File: config.mk
export PLATFORM = sky130hd
export DESIGN_NAME = fetch_unit
export DESIGN_NICKNAME = d
export VERILOG_FILES = /design/src/rtl/fetch_pkg.sv /design/src/rtl/fetch_unit.sv
export SDC_FILE = /design/constraint.sdc
export NUM_CORES = 1
export LEC_CHECK = 0
export CELL_PAD_IN_SITES_DETAIL_PLACEMENT = 2
export CELL_PAD_IN_SITES_GLOBAL_PLACEMENT = 2
export CORE_MARGIN = 1.5
export CORE_UTILIZATION = 25
export CTS_CLUSTER_SIZE = 16
export DETAILED_ROUTE_END_ITERATION = 8
export GPL_TIMING_DRIVEN = 0
export PLACE_DENSITY = 0.78
export SLEW_MARGIN = 10
export SYNTH_ARGS = -nofsm -noshare
export SYNTH_HDL_FRONTEND = slang
export SYNTH_SLANG_ARGS = --single-unit
File: constraint.sdc
create_clock -name clk -period 1.9 [get_ports clk]
set_input_delay 0.475 -clock clk [delete_from_list [all_inputs] [get_ports clk]]
set_output_delay 0.475 -clock clk [all_outputs]
set_load 0.1 [all_outputs]
File: src/rtl/fetch_pkg.sv
// ---------------------------------------------------------------------------
// fetch_pkg
// Shared definitions for the instruction-fetch stage:
//   - fetch_state_e : fetch FSM states (BOOT, RUN, HALTED)
//   - if_entry_t    : contents of the IF/ID register (pc, instr, fault)
//   - default RESET_PC, NOP and EBREAK encodings
// ---------------------------------------------------------------------------
package fetch_pkg;

    typedef enum logic [1:0] {
        ST_BOOT   = 2'd0,
        ST_RUN    = 2'd1,
        ST_HALTED = 2'd2
    } fetch_state_e;

    localparam logic [31:0] RESET_PC_DEF    = 32'h0000_0000;
    localparam logic [31:0] EBREAK_WORD_DEF = 32'h0010_0073;
    localparam logic [31:0] NOP_WORD_DEF    = 32'h0000_0013;

    typedef struct packed {
        logic [31:0] pc;
        logic [31:0] instr;
        logic        fault;
    } if_entry_t;

endpackage

File: src/rtl/fetch_unit.sv
// ---------------------------------------------------------------------------
// fetch_unit
// Instruction-fetch stage. Holds the PC, addresses a combinational
// instruction memory and captures the returned word into the IF/ID
// register offered to decode.
//
// Ports:
//   clk            in   clock, rising edge
//   rst_n          in   asynchronous active-low reset
//   iaddr          out  byte address to instruction memory (== pc)
//   idata          in   instruction word at iaddr, same cycle
//   redirect_valid in   load redirect_pc this cycle (highest priority)
//   redirect_pc    in   redirect target
//   out_valid      out  IF/ID register holds an entry
//   out_ready      in   decode accepts the entry this cycle
//   out_pc         out  PC of the held entry
//   out_instr      out  instruction word of the held entry
//   out_fault      out  held entry is a misaligned-target fault
//   halted         out  FSM is in HALTED
//   dbg_state      out  raw FSM state, for observation only
//
// Handshake: an entry moves to decode on every rising edge where
// out_valid && out_ready. While out_valid && !out_ready, out_pc,
// out_instr and out_fault hold. A redirect in the same cycle still
// counts as a completed handshake for decode, but the register is then
// flushed or replaced by the redirect result.
// ---------------------------------------------------------------------------
module fetch_unit
    import fetch_pkg::*;
#(
    parameter logic [31:0] RESET_PC    = RESET_PC_DEF,
    parameter logic [31:0] EBREAK_WORD = EBREAK_WORD_DEF,
    parameter logic [31:0] NOP_WORD    = NOP_WORD_DEF
) (
    input  logic        clk,
    input  logic        rst_n,
    output logic [31:0] iaddr,
    input  logic [31:0] idata,
    input  logic        redirect_valid,
    input  logic [31:0] redirect_pc,
    output logic        out_valid,
    input  logic        out_ready,
    output logic [31:0] out_pc,
    output logic [31:0] out_instr,
    output logic        out_fault,
    output logic        halted,
    output logic [1:0]  dbg_state
);

    fetch_state_e r_state;
    fetch_state_e w_state_nxt;

    logic [31:0]  r_pc;
    logic         r_valid;
    if_entry_t    r_entry;

    logic         w_slot_free;
    logic         w_capture;
    logic         w_is_ebreak;
    logic         w_redir_aligned;
    logic         w_redir_misaligned;

    assign w_slot_free        = !r_valid || out_ready;
    assign w_is_ebreak        = (idata == EBREAK_WORD);
    assign w_redir_aligned    = redirect_valid && (redirect_pc[1:0] == 2'b00);
    assign w_redir_misaligned = redirect_valid && (redirect_pc[1:0] != 2'b00);
    // A redirect pre-empts any capture in the same cycle.
    assign w_capture          = (r_state == ST_RUN) && w_slot_free && !redirect_valid;

    // ---------------- FSM: state register ----------------
    always_ff @(posedge clk or negedge rst_n) begin
        if (!rst_n) begin
            r_state <= ST_BOOT;
        end else begin
            r_state <= w_state_nxt;
        end
    end

    // ---------------- FSM: next state ----------------
    always_comb begin
        w_state_nxt = r_state;
        if (w_redir_aligned) begin
            w_state_nxt = ST_RUN;
        end else if (w_redir_misaligned) begin
            w_state_nxt = ST_HALTED;
        end else begin
            case (r_state)
                ST_BOOT:   w_state_nxt = ST_RUN;
                ST_RUN:    if (w_capture && w_is_ebreak) w_state_nxt = ST_HALTED;
                ST_HALTED: w_state_nxt = ST_HALTED;
                default:   w_state_nxt = ST_BOOT;
            endcase
        end
    end

    // ---------------- FSM: outputs ----------------
    always_comb begin
        halted    = (r_state == ST_HALTED);
        dbg_state = r_state;
    end

    // ---------------- PC and IF/ID register ----------------
    always_ff @(posedge clk or negedge rst_n) begin
        if (!rst_n) begin
            r_pc          <= RESET_PC;
            r_valid       <= 1'b0;
            r_entry.pc    <= 32'h0;
            r_entry.instr <= NOP_WORD;
            r_entry.fault <= 1'b0;
        end else if (w_redir_aligned) begin
            // Flush: the held entry is dropped even if decode took it.
            r_pc    <= redirect_pc;
            r_valid <= 1'b0;
        end else if (w_redir_misaligned) begin
            r_pc          <= redirect_pc;
            r_valid       <= 1'b1;
            r_entry.pc    <= redirect_pc;
            r_entry.instr <= NOP_WORD;
            r_entry.fault <= 1'b1;
        end else if (w_capture) begin
            r_valid       <= 1'b1;
            r_entry.pc    <= r_pc;
            r_entry.instr <= idata;
            r_entry.fault <= 1'b0;
            // EBREAK parks the PC on itself; otherwise advance (wraps mod 2^32).
            if (!w_is_ebreak) begin
                r_pc <= r_pc + 32'd4;
            end
        end else if (r_valid && out_ready) begin
            r_valid <= 1'b0;
        end
    end

    assign iaddr     = r_pc;
    assign out_valid = r_valid;
    assign out_pc    = r_entry.pc;
    assign out_instr = r_entry.instr;
    assign out_fault = r_entry.fault;

endmodule

== Yosys cells after proc, flatten, opt, wreduce, memory -nomap -nowiden ==
Cells that the tools add are included.

* Flip-flop bits (word level): 100
* Input bits: 68
* Word-level logic and storage cells: 44

* Add/sub/neg operators: 1
* Equality and inequality tests: 5
* Multiplexer cells: 14
* Bitwise logic cells: 1
* Reduce and logical (&&, ||, !) cells: 17

{| class="wikitable"
|+ Operators with widths
! operator !! count
|-
| $mux 65 || 2
|-
| $mux 32 || 4
|-
| $add 32x3->32 const B || 1
|-
| $eq 32x21->1 const B || 1
|-
| $logic_and 1x1->1 || 6
|-
| $mux 2 || 3
|-
| $pmux 2 s3 || 1
|-
| $logic_not 2->1 || 2
|-
| $mux 1 || 4
|-
| $ne 4x3->1 const B || 1
|-
| $reduce_and 2->1 || 2
|-
| $reduce_bool 2->1 || 2
|-
| $reduce_bool 4->1 || 1
|-
| $ne 3x1->1 const B || 1
|-
| $reduce_bool 3->1 || 1
|-
| $eq 2x1->1 const B || 1
|-
| $eq 2x2->1 const B || 1
|-
| $logic_not 1->1 || 2
|-
| $logic_or 1x1->1 || 1
|-
| $not 1->1 || 1
|}

== Depth between registers and ports, before layout ==
* Depth after elaboration: 9
* Gate-level depth with buffers: 9
* Gate-level depth less buffers: 7

== Worst setup path after synthesis ==
No wires, ideal clock.

* Kind: register to register
* From: register r_pc[2], in the netlist iaddr[2]
* To: register r_pc[22], in the netlist iaddr[22]
* Library setup time: 0.127 ns
* Arrival: 2.621 ns
* Required time: 1.773 ns
* Slack: -0.848 ns
* Cell stages (with the launch flop): 7
* Buffers on the path: 0
* Clock period less this slack: 2.748 ns
* Path through: dfrtp_1 > ha_1 > nand3_1 > nor4_1 > nand2_1 > mux2_2 > a221o_1

* Word-level cells in the longest chain between the ends: 5

{| class="wikitable"
|+ RTL lines
! element !! line !! source
|-
| start: declaration || fetch_unit.sv:53 || <nowiki>logic [31:0] r_pc;</nowiki>
|-
| start signal: assignment || fetch_unit.sv:112 || <nowiki>r_pc <= redirect_pc;</nowiki>
|-
| start signal: assignment || fetch_unit.sv:115 || <nowiki>r_pc <= redirect_pc;</nowiki>
|-
| start signal: assignment || fetch_unit.sv:127 || <nowiki>r_pc <= r_pc + 32'd4;</nowiki>
|-
| $add 32x3->32 || fetch_unit.sv:127 ||
|-
| $mux 32 || fetch_unit.sv:126 || <nowiki>if (!w_is_ebreak) begin</nowiki>
|-
| $mux 32 || fetch_unit.sv:120 || <nowiki>end else if (w_capture) begin</nowiki>
|-
| $mux 32 || fetch_unit.sv:114 || <nowiki>end else if (w_redir_misaligned) begin</nowiki>
|-
| $mux 32 || fetch_unit.sv:110 || <nowiki>end else if (w_redir_aligned) begin</nowiki>
|}

No other way between the ends. The select of a mux whose other input is x is not followed.
A chain may end at the register's enable or synchronous reset.

== Worst setup path in the final report ==
* From: register r_state[1], in the netlist dbg_state[1]
* To: register r_pc[29], in the netlist iaddr[29]

* Word-level cells in the longest chain between the ends: 5

{| class="wikitable"
|+ RTL lines
! element !! line !! source
|-
| start: declaration || fetch_unit.sv:50 || <nowiki>fetch_state_e r_state;</nowiki>
|-
| start signal: assignment || fetch_unit.sv:75 || <nowiki>r_state <= w_state_nxt;</nowiki>
|-
| $eq 2x1->1 || fetch_unit.sv:68 || <nowiki>assign w_capture = (r_state == ST_RUN) && w_slot_free && !redirect_valid;</nowiki>
|-
| $logic_and 1x1->1 (2 in a row) || fetch_unit.sv:68 ||
|-
| $reduce_bool 3->1 (no source line) || n/a ||
|-
| $reduce_and 2->1 (no source line) || n/a ||
|}

No other way between the ends.

==> metrics.txt <==
Yosys reg bits 100; Worst path slowest cell dfrtp_4; final-report max-slew violation count 0; crit path from dbg_state[1]$_DFFE_PN0P_; Setup Skew 0.00906 ns; Worst slew margin 48.6%; Hold Crit Class in -> async; final period utilization 112%; Max Cap Violations 0; fmax 469 MHz; WP buf/inv 3; Yosys cell types 58; CP Launch Type flop; Setup WS post-layout -0.232 ns; Stages on worst setup path 9; Syn Area/Cell 10.3 um^2; Reg2Reg Capture Point iaddr[29]$_DFFE_PN0P_; Area growth syn-to-layout 66.5%; I/O pin count 169; CTS tree done; Power Density 993 nW/um^2; Static Leak 3.49 nW; CP peak stage delay 0.51 ns; most common cell in the synthesized netlist dfrtp_1; Placeable Area 18900 um^2; remaining routing DRC violations 0; Mapped Area 4860 um^2; simple-gate share of the synthesized area 19.2%; Total Nets Final 768; nature of the critical path endpoint flop; pin count of the biggest net entering global routing 55; Initial DRC Count 234; IR Drop Worst-Case VDD 0.448 mV; Synthesized Nets 545; r2r setup slk -0.23 ns; Initial Util 25.7%; CTS Buffer Depth 2; Hold Vio Cnt, Final 0; root buf cell clkbuf_16; sequential fraction of the synthesis area 51.5%; TNS Setup -3.87 ns; outcome finished with violations; post-route design area 8100 um^2; initial antenna violation count 3; H-tree depth 3; Placer Congestion 0.848; gr usage total 22.6%; Placement Cell Area 7120 um^2; hold_buf cts 0; HPWL after DPL 15.2 mm; R2R depth 9; Ys Warns 0; Yosys top cell area share 49.9%; largest fanout on the critical path 6; cells after synthesis 473; post-detailed-route wirelength per cell 24.2 um; Critical Path AT 2.43 ns; failing checks negative setup slack; CTS Sinks 100; Async SR Flop Fraction 100%; # rows 50; first-pass GRT wire length 34.5 mm; DIE HEIGHT 142 um; final wirelength 23.3 mm; total grt overflow 0; Synth area leaders dfrtp_1, nand2_1, a22o_1; Synth Area in Compound Gates 20.0%; Synth Area in XOR/XNOR 0.180%; post-synth top area cell dfrtp_1; crit path to iaddr[29]$_DFFE_PN0P_; # setup viols final 47; routed vias/inst 5.31; share of cells above drive strength 1 43.1%; vias in the first global route 5697; via count 5116; Clock Pin Slew Worst Setup and Hold Paths 0.08 ns; DIE AREA 20300 um^2; Num CTS Buffers 9; post-route ant nets 0; Worst Max-Slew Pin Slew 0.771 ns; Port-buffer cells 167; worst skew pair latency 0.36 ns; FF-to-FF Start dbg_state[1]$_DFFE_PN0P_; EDFF count, synth 0; Synth Flop Type dfrtp_1; adder-cell share of the synthesized area 1.03%; RSZ-0062 raised after global routing yes; Post-Place Worst Slack -0.966 ns; die width 142 um; DR pass1 iterations 4; min cycle time layout 2.13 ns; synth cell count leaders dfrtp_1, nand2_1, a22o_1; Critical Path RT 2.20 ns; largest family of logic cells by synthesized area compound AO/OA/AOI/OAI gates; Critical Path, Cell by Cell inv_4 -> ha_4 -> nor2b_4 -> and2_4 -> o21ai_4 -> buf_8 -> buf_6 -> or4_1 -> nand3_1; CP Class reg -> reg; CP top delay family simple AND/OR/NAND/NOR gates; mux share of post-synthesis cell area 4.22%
[layout make-up]
| type | count | area, um^2 |
|---|---|---|
| well taps | 260 | 325 |
| inverters | 9 | 36.3 |
| multi-input cells | 332 | 2510 |
| clock inverters | 7 | 87.6 |
| fillers | 2009 | 10800 |
| diodes | 2 | 5.00 |
| plain buffers | 30 | 267 |
| clock buffers | 9 | 225 |
| repair buffers | 214 | 2050 |
| flip-flops and latches | 100 | 2590 |
[state kept, by name (all words and copies together), names as in the netlist]
signal	flops
out_fault	1
dbg_state	2
out_pc	32
out_valid	1
iaddr	32
out_instr	32
[what timing repair did]
action,in CTS,in global routing
buffers inserted,30,15
gates cloned,2,0
setup endpoints to repair,183,81
pin swaps,24,23
resized for setup,436,92
[placed cells by master (no fill, tap or decap), types with 4 or more instances in the layout]
| master | instances |
|---|---|
| a211o_1 | 5 |
| a21o_1 | 4 |
| a221o_1 | 14 |
| a22o_1 | 30 |
| a22oi_1 | 27 |
| and3_1 | 4 |
| and4_4 | 4 |
| buf_12 | 4 |
| buf_2 | 21 |
| buf_4 | 45 |
| buf_6 | 11 |
| buf_8 | 4 |
| clkbuf_1 | 4 |
| clkbuf_16 | 10 |
| clkbuf_2 | 19 |
| clkdlybuf4s15_2 | 81 |
| clkdlybuf4s18_2 | 4 |
| clkdlybuf4s50_1 | 33 |
| dfrtp_1 | 67 |
| dfrtp_2 | 11 |
| dfrtp_4 | 19 |
| dlygate4sd2_1 | 8 |
| inv_1 | 8 |
| mux2_4 | 7 |
| mux2i_1 | 9 |
| nand2_1 | 87 |
| nand3_1 | 14 |
| nand4_1 | 9 |
| nor2_1 | 11 |
| nor3_1 | 12 |
| nor4_1 | 6 |
| nor4_4 | 6 |
| o21ai_0 | 10 |
[routing by layer]
| metal | up-vias | share of wire [%] | track usage, % |
|---|---|---|---|
| met5 | - | 0.056 | 0 |
| met4 | 2 | 2.9 | 10.7 |
| met3 | 42 | 5.2 | 4.88 |
| met2 | 170 | 53 | 39.4 |
| met1 | 2665 | 39 | 26.3 |
| li1 | 2237 | - | - |
[metrics by stage]
stage               std cells  power, mW  util [%]  hold WS (ns)
finish                    963       8.04      42.9        0.0431
global route              963       8.28      42.9        0.0618
CTS                       948       7.95      42.2        0.0513
detailed placement        901       5.89      37.7         0.446
global placement          900       5.81      37.5         0.459
floorplan                 473       4.90         -         0.179
[cell families (layout without fill, tap and decap cells)]
logic type / count (synthesis) / after routing
compound gates: 120 / 120
mux: 19 / 19
other cells: 0 / 2
simple gates: 188 / 188
buf+inv: 41 / 269
flops: 100 / 100
fa+ha+maj: 4 / 4
xor+xnor: 1 / 1
[worst min path at each step]
stage                                      endpoint  slack [ns]
after global placement       out_pc[31]$_DFFE_PN0P_        0.46
after floorplan                iaddr[0]$_DFFE_PN0P_        0.18
after detailed placement  out_instr[10]$_DFFE_PN0P_        0.45
final                     out_instr[15]$_DFFE_PN0P_        0.04
after global routing      out_instr[15]$_DFFE_PN0P_        0.06
after CTS                 out_instr[15]$_DFFE_PN0P_        0.05
[report_power, final]
part	total [mW]	internal, mW	switching (mW)
Clock	2.02	1.06	0.964
Combinational	3.35	0.843	2.51
Sequential	2.66	2.40	0.260
Total	8.04	4.30	3.73
(Power assumes the default switching activity.)
